==> config.mk <==
export PLATFORM = sky130hd
export DESIGN_NAME = bar_run_scan
export DESIGN_NICKNAME = d
export VERILOG_FILES = /design/src/rtl/bar_run_scan_pkg.sv /design/src/rtl/bar_run_scan_quant.sv /design/src/rtl/bar_run_scan.sv
export SDC_FILE = /design/constraint.sdc
export NUM_CORES = 1
export LEC_CHECK = 0
export CORE_MARGIN = 4
export CORE_UTILIZATION = 50
export DETAILED_ROUTE_END_ITERATION = 7
export PLACE_DENSITY = 0.66
export SETUP_SLACK_MARGIN = 0.4
export SYNTH_ARGS = -nofsm -noshare
export SYNTH_HDL_FRONTEND = slang
export SYNTH_HIERARCHICAL = 1
export SYNTH_SLANG_ARGS = --single-unit
==> constraint.sdc <==
create_clock -name clk -period 10.1 [get_ports clk]
set_input_delay 3.03 -clock clk [delete_from_list [all_inputs] [get_ports clk]]
set_output_delay 3.03 -clock clk [all_outputs]
set_load 0.005 [all_outputs]
==> src/rtl/bar_run_scan_pkg.sv <==
// bar_scan_pkg: shared types and constants for the barcode run scanner.
//   state_t     - scanner FSM states
//   elem_t      - element width in modules minus 1 (0..3 => 1..4 modules)
//   EAN_MODULES - modules in a full EAN-13 symbol
//   EAN_ELEMS   - bars + spaces in a full EAN-13 symbol
package bar_scan_pkg;

  typedef enum logic [2:0] {
    ST_IDLE,
    ST_SEEK,
    ST_LINE,
    ST_CHECK,
    ST_OUT
  } state_t;

  typedef logic [1:0] elem_t;

  localparam int unsigned EAN_MODULES = 95;
  localparam int unsigned EAN_ELEMS   = 59;

endpackage

==> src/rtl/bar_run_scan_quant.sv <==
// run_quant: converts one run length into a module count relative to the
// unit width u. Registered, one cycle latency.
//   clk, rst   - clock, synchronous active-high reset
//   in_valid   - a run closed this cycle
//   run_len    - run length in pixels
//   unit       - unit (single module) width in pixels
//   run_sat    - run counter saturated; always an error
//   out_valid  - registered result valid
//   out_width  - modules minus 1
//   out_err    - run too wide (2r >= 9u) or saturated
module run_quant
  import bar_scan_pkg::*;
#(
  parameter int unsigned X_W = 10
) (
  input  logic           clk,
  input  logic           rst,
  input  logic           in_valid,
  input  logic [X_W-1:0] run_len,
  input  logic [X_W-1:0] unit,
  input  logic           run_sat,
  output logic           out_valid,
  output elem_t          out_width,
  output logic           out_err
);

  // 9u needs X_W+4 bits; every threshold is formed at that width so none truncates.
  localparam int unsigned CW = X_W + 4;

  logic [CW-1:0] uu, r2, u3, u5, u7, u9;

  always_comb begin
    uu = CW'(unit);
    r2 = CW'(run_len) << 1;
    u3 = (uu << 1) + uu;
    u5 = (uu << 2) + uu;
    u7 = (uu << 3) - uu;
    u9 = (uu << 3) + uu;
  end

  always_ff @(posedge clk) begin
    if (rst) begin
      out_valid <= 1'b0;
      out_width <= '0;
      out_err   <= 1'b0;
    end else begin
      out_valid <= in_valid;
      if (in_valid) begin
        out_err <= 1'b0;
        if (run_sat) begin
          out_width <= 2'd3;
          out_err   <= 1'b1;
        end else if (r2 < u3) begin
          out_width <= 2'd0;
        end else if (r2 < u5) begin
          out_width <= 2'd1;
        end else if (r2 < u7) begin
          out_width <= 2'd2;
        end else if (r2 < u9) begin
          out_width <= 2'd3;
        end else begin
          out_width <= 2'd3;
          out_err   <= 1'b1;
        end
      end
    end
  end

endmodule

==> src/rtl/bar_run_scan.sv <==
// bar_run_scan: scans up to SCAN_LINES rows of a binarised frame for a
// 1-D barcode, converts bar/space runs to module widths and, once one row
// yields exactly ELEM_CNT clean elements, streams them out with valid/ready.
//   clk, rst          - clock, synchronous active-high reset
//   frame_start       - one-cycle frame start pulse
//   pix_de/x/y/data   - pixel stream (pix_data == BAR_POL means bar)
//   elem_valid/ready  - element handshake
//   elem_width        - element width in modules minus 1
//   elem_last         - final element of the stream
//   scan_ok/scan_fail - one-cycle row accepted / all rows rejected pulses
//   busy              - FSM not idle
module bar_run_scan
  import bar_scan_pkg::*;
#(
  parameter int unsigned X_W        = 10,
  parameter int unsigned Y_W        = 10,
  parameter int unsigned SCAN_Y0    = 100,
  parameter int unsigned SCAN_STEP  = 20,
  parameter int unsigned SCAN_LINES = 8,
  parameter int unsigned ELEM_CNT   = EAN_ELEMS,
  parameter int unsigned DEPTH      = 64,
  parameter bit          BAR_POL    = 1'b1
) (
  input  logic           clk,
  input  logic           rst,
  input  logic           frame_start,
  input  logic           pix_de,
  input  logic [X_W-1:0] pix_x,
  input  logic [Y_W-1:0] pix_y,
  input  logic           pix_data,
  output logic           elem_valid,
  input  logic           elem_ready,
  output logic [1:0]     elem_width,
  output logic           elem_last,
  output logic           scan_ok,
  output logic           scan_fail,
  output logic           busy
);

  localparam int unsigned K_W   = $clog2(SCAN_LINES + 1);
  localparam int unsigned CNT_W = $clog2(DEPTH + 1);
  localparam int unsigned IDX_W = $clog2(DEPTH);

  state_t           state;
  logic [K_W-1:0]   k;
  logic [CNT_W-1:0] count;
  logic [X_W-1:0]   u, run_cnt;
  logic             u_set, started, cur_bar, line_err, ovf, flushing;
  logic [IDX_W-1:0] rd_idx;
  elem_t            buffer [DEPTH];

  logic [31:0]      row_target;
  logic             y_match, is_bar, line_live, run_close;
  logic [X_W-1:0]   q_unit;
  logic             q_sat, q_valid, q_err, wr_en;
  elem_t            q_width;

  // Run lengths come from pix_de counts; the column number is not needed.
  logic pix_x_unused;
  assign pix_x_unused = ^pix_x;

  assign row_target = SCAN_Y0 + (32'(k) * SCAN_STEP);
  assign y_match    = (32'(pix_y) == row_target);
  assign is_bar     = (pix_data == BAR_POL);
  assign busy       = (state != ST_IDLE);

  // A run closes on a level change, or when pix_de drops while inside a bar;
  // a background run still open at the drop is trailing and is discarded.
  always_comb begin
    line_live = (state == ST_LINE) && !flushing;
    run_close = line_live && started &&
                ((pix_de && (is_bar != cur_bar)) || (!pix_de && cur_bar));
    q_unit    = u_set ? u : run_cnt;  // first bar run sets u as it closes
    q_sat     = &run_cnt;
    wr_en     = q_valid && !q_err && (count < CNT_W'(DEPTH));
  end

  run_quant #(.X_W(X_W)) u_quant (
    .clk      (clk),
    .rst      (rst),
    .in_valid (run_close),
    .run_len  (run_cnt),
    .unit     (q_unit),
    .run_sat  (q_sat),
    .out_valid(q_valid),
    .out_width(q_width),
    .out_err  (q_err)
  );

  always_ff @(posedge clk) begin
    if (wr_en) buffer[count[IDX_W-1:0]] <= q_width;
  end

  always_ff @(posedge clk) begin
    if (rst) begin
      state      <= ST_IDLE;
      k          <= '0;
      count      <= '0;
      u          <= '0;
      run_cnt    <= '0;
      u_set      <= 1'b0;
      started    <= 1'b0;
      cur_bar    <= 1'b0;
      line_err   <= 1'b0;
      ovf        <= 1'b0;
      flushing   <= 1'b0;
      rd_idx     <= '0;
      elem_valid <= 1'b0;
      elem_width <= '0;
      elem_last  <= 1'b0;
      scan_ok    <= 1'b0;
      scan_fail  <= 1'b0;
    end else begin
      scan_ok   <= 1'b0;
      scan_fail <= 1'b0;

      // Quantiser results land one cycle after their run closed. A result
      // left over from an aborted line is overridden by the clear on LINE entry.
      if (q_valid) begin
        if (q_err) line_err <= 1'b1;
        else if (count == CNT_W'(DEPTH)) ovf <= 1'b1;
        else count <= count + CNT_W'(1);
      end

      case (state)
        ST_IDLE: begin
          if (frame_start) begin
            state <= ST_SEEK;
            k     <= '0;
          end
        end

        ST_SEEK: begin
          if (frame_start) begin
            k <= '0;
          end else if (pix_de && y_match) begin
            // The pixel that matches the row is also its first pixel.
            state    <= ST_LINE;
            started  <= is_bar;
            cur_bar  <= 1'b1;
            run_cnt  <= X_W'(1);
            u        <= '0;
            u_set    <= 1'b0;
            count    <= '0;
            line_err <= 1'b0;
            ovf      <= 1'b0;
            flushing <= 1'b0;
          end
        end

        ST_LINE: begin
          if (frame_start) begin
            state <= ST_SEEK;
            k     <= '0;
          end else if (flushing) begin
            state <= ST_CHECK;
          end else if (!pix_de) begin
            flushing <= 1'b1;
            if (started && cur_bar && !u_set) begin
              u     <= run_cnt;
              u_set <= 1'b1;
            end
          end else if (!started) begin
            if (is_bar) begin
              started <= 1'b1;
              cur_bar <= 1'b1;
              run_cnt <= X_W'(1);
            end
          end else if (is_bar == cur_bar) begin
            if (!q_sat) run_cnt <= run_cnt + X_W'(1);
          end else begin
            cur_bar <= is_bar;
            run_cnt <= X_W'(1);
            if (cur_bar && !u_set) begin
              u     <= run_cnt;
              u_set <= 1'b1;
            end
          end
        end

        ST_CHECK: begin
          if (frame_start) begin
            state <= ST_SEEK;
            k     <= '0;
          end else if (count == CNT_W'(ELEM_CNT) && !line_err && !ovf) begin
            state   <= ST_OUT;
            scan_ok <= 1'b1;
            rd_idx  <= '0;
          end else if (k == K_W'(SCAN_LINES - 1)) begin
            state     <= ST_IDLE;
            scan_fail <= 1'b1;
          end else begin
            k     <= k + K_W'(1);
            state <= ST_SEEK;
          end
        end

        ST_OUT: begin
          if (!elem_valid) begin
            elem_valid <= 1'b1;
            elem_width <= buffer[rd_idx];
            elem_last  <= (rd_idx == IDX_W'(ELEM_CNT - 1));
          end else if (elem_ready) begin
            if (elem_last) begin
              elem_valid <= 1'b0;
              elem_last  <= 1'b0;
              state      <= ST_IDLE;
            end else begin
              rd_idx     <= rd_idx + IDX_W'(1);
              elem_width <= buffer[rd_idx + IDX_W'(1)];
              elem_last  <= ((rd_idx + IDX_W'(1)) == IDX_W'(ELEM_CNT - 1));
            end
          end
        end

        default: state <= ST_IDLE;
      endcase
    end
  end

endmodule
Word level (Yosys, flattened, before mapping)
Memory sizes are Yosys's and may differ from the RTL's. A register that Yosys moved wholly into a read port is not among the register bits.
Index checks and enable logic that the tools add are counted.
W data, S select, Z words.

operators by class
  multipliers = 1
  reductions and logical operators = 39
  equal/unequal tests = 37
  $lt $le $gt $ge = 5
  bitwise operators = 1
  add/subtract/negate cells = 9
  multiplexer cells = 116

operator list
  cell                     count
  $mux W10                 19
  $lt A11 B14 Y1           4
  $mux W1                  55
  $mux W6                  7
  $mux W7                  6
  $pmux W10 S2             2
  $mux W3                  10
  $ne A2 B2 Y1 const B     13
  $ne A3 B3 Y1 const B     7
  $mux W4                  4
  $reduce_and A8 Y1        2
  $pmux W3 S5              1
  $add A13 B10 Y14         1
  $sub A13 B10 Y14         1
  $add A12 B10 Y13         1
  $logic_and A1 B1 Y1      13
  $add A11 B10 Y12         1
  $eq A6 B6 Y1 const B     2
  $mux W2                  6
  $pmux W6 S2              1
  $reduce_and A6 Y1        2
  $add A10 B1 Y10 const B  1
  $add A7 B9 Y10 const A   1
  $eq A10 B10 Y1           1
  32 further kinds         47

storage, ports and cells
  memories = 1
  memory bits (writable) = 128
  word-level logic and storage cells = 229
  bits in registers = 56

memory list
  name    words  bits a word  rd ports  clocked after memory_dff  write ports  RTL line            text
  buffer  64     2            2         1                         1            bar_run_scan.sv:50  elem_t buffer [DEPTH];

Longest topological paths before layout
  depth after elaboration = 9
  depth in mapped cells = 18
  gate-level depth less buffers = 17

Cells and area by module
The synthesis kept the hierarchy.

by module, submodules not included
  module        cells an instance  instances  area an instance (µm²)
  bar_run_scan  746                1          9,510.4
  run_quant     322                1          2,551.2

Worst setup path after synthesis
No wires, ideal clock.

  path type = input port to flip-flop
  from = in frame_start
  to = reg run_cnt[2]
  setup slack = 5.361 ns
  required time = 9.957 ns
  cell stages on the path = 8
  data arrival time = 4.596 ns
  path through = nor4b_1 -> nand3_1 -> a41oi_1 -> o21ai_0 -> nor4_1 -> a21boi_1 -> a211oi_4 -> a311oi_1

between the ends
  word-level cells in the longest chain between the ends = 2
  elaborated cells on any way between the ends = 3
  classes of those cells = eq/ne: 2; reduce/logical: 1

ends and longest elaborated chain
  what                             RTL line             text
  start: declaration               bar_run_scan.sv:26   input logic frame_start,
  $ne A2 B2 Y1 (no line)           --
  $reduce_and A8 Y1 (no line) (*)  --
  end signal: assignment           bar_run_scan.sv:170  if (!q_sat) run_cnt <= run_cnt + X_W'(1);
  end: declaration                 bar_run_scan.sv:47   logic [X_W-1:0] u, run_cnt;

Mark *: on every way between the ends. The rest lies on a longest branch, timed or not.
A chain may end at the register's enable or synchronous reset.

Worst setup path in the final report
  from = in frame_start
  to = reg line_err

between the ends
  word-level cells in the longest chain between the ends = 2

ends and longest elaborated chain
  what                    RTL line             text
  $mux W1                 bar_run_scan.sv:134  if (frame_start) begin
  $mux W1                 bar_run_scan.sv:125  case (state)
  end signal: assignment  bar_run_scan.sv:104  line_err <= 1'b0;
  end signal: assignment  bar_run_scan.sv:120  if (q_err) line_err <= 1'b1;
  end signal: assignment  bar_run_scan.sv:145  line_err <= 1'b0;
  end: declaration        bar_run_scan.sv:48   logic u_set, started, cur_bar, line_err, ovf, flushing;

No other way between the ends.

==> metrics.md <==
| Metric | Value |
|---|---|
| Status | completed |
| Antenna violations before repair | 0 |
| Die Ht | 163.3 microns |
| RR Startpoint | u_set |
| Most used DFF post-synth | edfxtp_1 |
| CP Launch Type | primary input |
| Diode count | 0 |
| Req. time, crit path | 10,420 ps |
| CTS Buffer Depth | 2 |
| CORE AREA | 23,610 sq um |
| Final Hold Fails | 0 |
| Setup bufs post-CTS | 0 |
| Pwr Density | 121.1 nW/um^2 |
| Number of global-route vias before repair | 8,072 |
| Worst R2R Setup Slack | 5750 ps |
| Average cell area after synthesis | 11.29 sq um |
| Placed cells | 1,360 |
| Max Cap Viol | 0 |
| Final period util | 54.72% |
| Area growth syn-to-layout | 8.340% |
| Layout Utilization | 55.34% |
| Die Area | 26,670 sq um |
| Drt pass-1 iters | 6 |
| Max VDD drop | 116.0 uV |
| Synth Cell Area | 12,060 sq um |
| Routed via count | 8,524 |
| Setup Skew | 13.88 ps |
| Multi-input logic area | 6566 sq um |
| Slowest CP cell | nand3_1 |
| Non-filler instance count after layout | 1,392 |
| Synth warn | 6 |
| I/O pins | 33 |
| Setup TNS Final | 0 ps |
| Final WS setup | 4573 ps |
| Slowest stage delay, CP | 630 ps |
| Largest net degree at the start of global routing | 66 |
| FP Rows | 56 |
| Hold Crit Class | register to register |
| Clock Root Buffer | clkbuf_16 |
| Nets | 1,174 |
| RSZ-0062 raised after global routing | no |
| First-pass GRT wire length | 43,900 microns |
| Sw Share | 23.86% |
| Length in cells of the worst reg-to-reg path | 15 |
| Part of the power in combinational logic | 6.4% |
| CP Cell Sequence | clkdlybuf4s50_1 -> nor4b_1 -> nand3_1 -> a41oi_1 -> o21ai_0 -> nor4_1 -> nand3_1 -> nand2_1 -> nor2_1 |
| Initial core utilization | 51.08% |
| Worst EP arrival | 5840 ps |
| Power Internal | 1205 uW |
| CP most frequent cell | nand3_1 |
| CTS sink cnt | 190 |
| DR vias/cell | 6.124 |
| Max FO, Critical Path | 14 |
| Drt drc | 0 |
| CP Launch Point | frame_start |
| Synth Net Count | 1,182 |
| Routed len/inst | 19.54 microns |
| Pre-CTS WS | 4124 ps |
| Pleak | 0.004380 uW |
| Most frequent cells in the layout | nor2_1, edfxtp_1, ha_1 |
| CP Class | primary input to register |
| H-Tree Depth | 4 |
| Reg2reg end | u_quant/out_err |
| Post-layout min period | 5527 ps |
| CP endpoint kind | register |
| Fmax | 180.9 MHz |
| Slew headroom | 23.04% |
| Reg power frac | 52.4% |
| Worst-path clk slew | 80 ps |
| Routed wire length | 27,200 microns |
| Critical path endpoint | line_err |
| Reg area | 5090 sq um |
| Total track usage | 20.89% |
| Final setup fails | 0 |
| CTS resizes | 0 |
| Fin. max-slew vios | 0 |
| Number of enable flip-flop cells after synthesis | 128 |
| Clk pwr share | 41.2% |
| CTS tree | yes |
| Ys async rst share | 0% |
| Post-DP HPWL | 19,100 microns |
| Final Wtd Congestion | 0.8045 |
| Chip Width | 163.3 microns |
| Seq/Total Area, Yosys | 42.16% |
| Fin area | 13,070 sq um |
| CTS buffer count | 17 |
| Final ANT Viol Nets | 0 |
| Synth unique cells | 76 |
| Remaining Overflow, GRT | 0 |
| Post-CTS Hold Buffers | 0 |
| Syn Inst Count | 1,068 |
| Layout fillers | 1,984 |
| Most common cell after layout, fill and taps aside | nor2_1 |
| NetSw | 377.5 uW |
| Worst-margin pin slew | 1154 ps |
| Seq cells post-synth | 190 |
| Placed cell areas | 12,480 sq um |
| Later-pin clock latency in the skew report | 440 ps |
| Drt initial violations | 733 |
| I/O Buffers | 22 |
| Share of cells above drive strength 1 | 13.79% |
-- synthesized netlist by cell type, drive strengths merged, types with 6 or more instances --
master	number	area (sq um)
nand2	46	175.2
dfxtp	62	1241
xnor2	31	271.5
ha	84	1051
a21oi	70	357.8
nor2b	17	108.9
edfxtp	128	3844
a211oi	11	100.1
nor3	20	100.1
or3	16	100.1
and3	13	81.33
inv	41	153.9
buf	17	105.1
mux2	12	135.1
nand2b	16	100.1
xor2	17	156.4
a311oi	10	87.58
clkbuf	38	142.6
o41ai	6	60.06
o21ai	34	173.9
nor3b	8	60.06
mux4	72	1622
nor2	135	506.7
mux2i	29	290.3
a21o	6	46.30
nand3	40	200.2
-- layer usage --
metal / up-vias / routed length, microns / GRT usage [%]
li1: 4027 / - / -
met1: 4188 / 12390 / 30.49
met2: 282 / 12560 / 32.58
met3: 27 / 1901 / 4.088
met4: 0 / 345 / 4.804
met5: - / 0 / 0
-- area by class of cell --
type / instances / area share [%]
clock buffers: 18 / 3.361
clock inverters: 14 / 1.159
inverters: 41 / 1.178
multi-input cells: 781 / 50.25
flip-flops and latches: 190 / 38.95
well taps: 319 / 3.054
repair buffers: 29 / 2.049
-- cells by family after synthesis --
group,count (synthesis),synth area share (%)
and+or+nand+nor,344,14.07
muxes,113,16.97
xor gates and xnor gates,48,3.548
DFF,190,42.16
AOI/OAI and AO/OA,188,10.46
adders and majority gates,88,9.378
buffers and inverters,97,3.423
-- power by group through the flow --
| stage | clock (uW) | sequential [uW] | combinational, uW |
|---|---|---|---|
| after global placement | 0 | 847 | 98.9 |
| after detailed placement | 0 | 847 | 100 |
| after global routing | 698 | 830 | 113 |
| after CTS | 661 | 829 | 101 |
| after floorplan | 0 | 844 | 74.2 |
| final | 652 | 829 | 101 |
-- critical path: cells and delay by family --
kind            cells  cell delay [ps]
buf+inv             1              520
simple gates        6             2000
compound gates      2              280
-- worst min path at each step --
stage | startpoint | end | slack, ps | cells past startpoint
final | u[6] | u[6] | 470 | 2
after global routing | u[7] | u[7] | 480 | 2
after CTS | u[8] | u[8] | 470 | 2
after detailed placement | u[8] | u[8] | 460 | 2
after global placement | ovf | ovf | 450 | 2
after floorplan | ovf | ovf | 430 | 2
-- registers in the layout, summed over array words and instances (netlist names), named ones only --
signal / count
buffer: 128
run_cnt: 10
u: 10
count: 7
rd_idx: 6
k: 4
state: 3
elem_width: 2
u_quant/out_width: 2
cur_bar: 1
elem_last: 1
elem_valid: 1
flushing: 1
line_err: 1
ovf: 1
scan_fail: 1
scan_ok: 1
started: 1
u_quant/out_err: 1
u_quant/out_valid: 1
u_set: 1
-- metrics by stage --
stage / total power, uW / hold WS, ps
after detailed placement: 946.9 / 456.3
after global placement: 945.7 / 445.3
final: 1582 / 468.3
after floorplan: 918.0 / 429.6
after CTS: 1591 / 466.5
after global routing: 1640 / 478.1
Note: power is estimated with default switching activity, not from simulation.
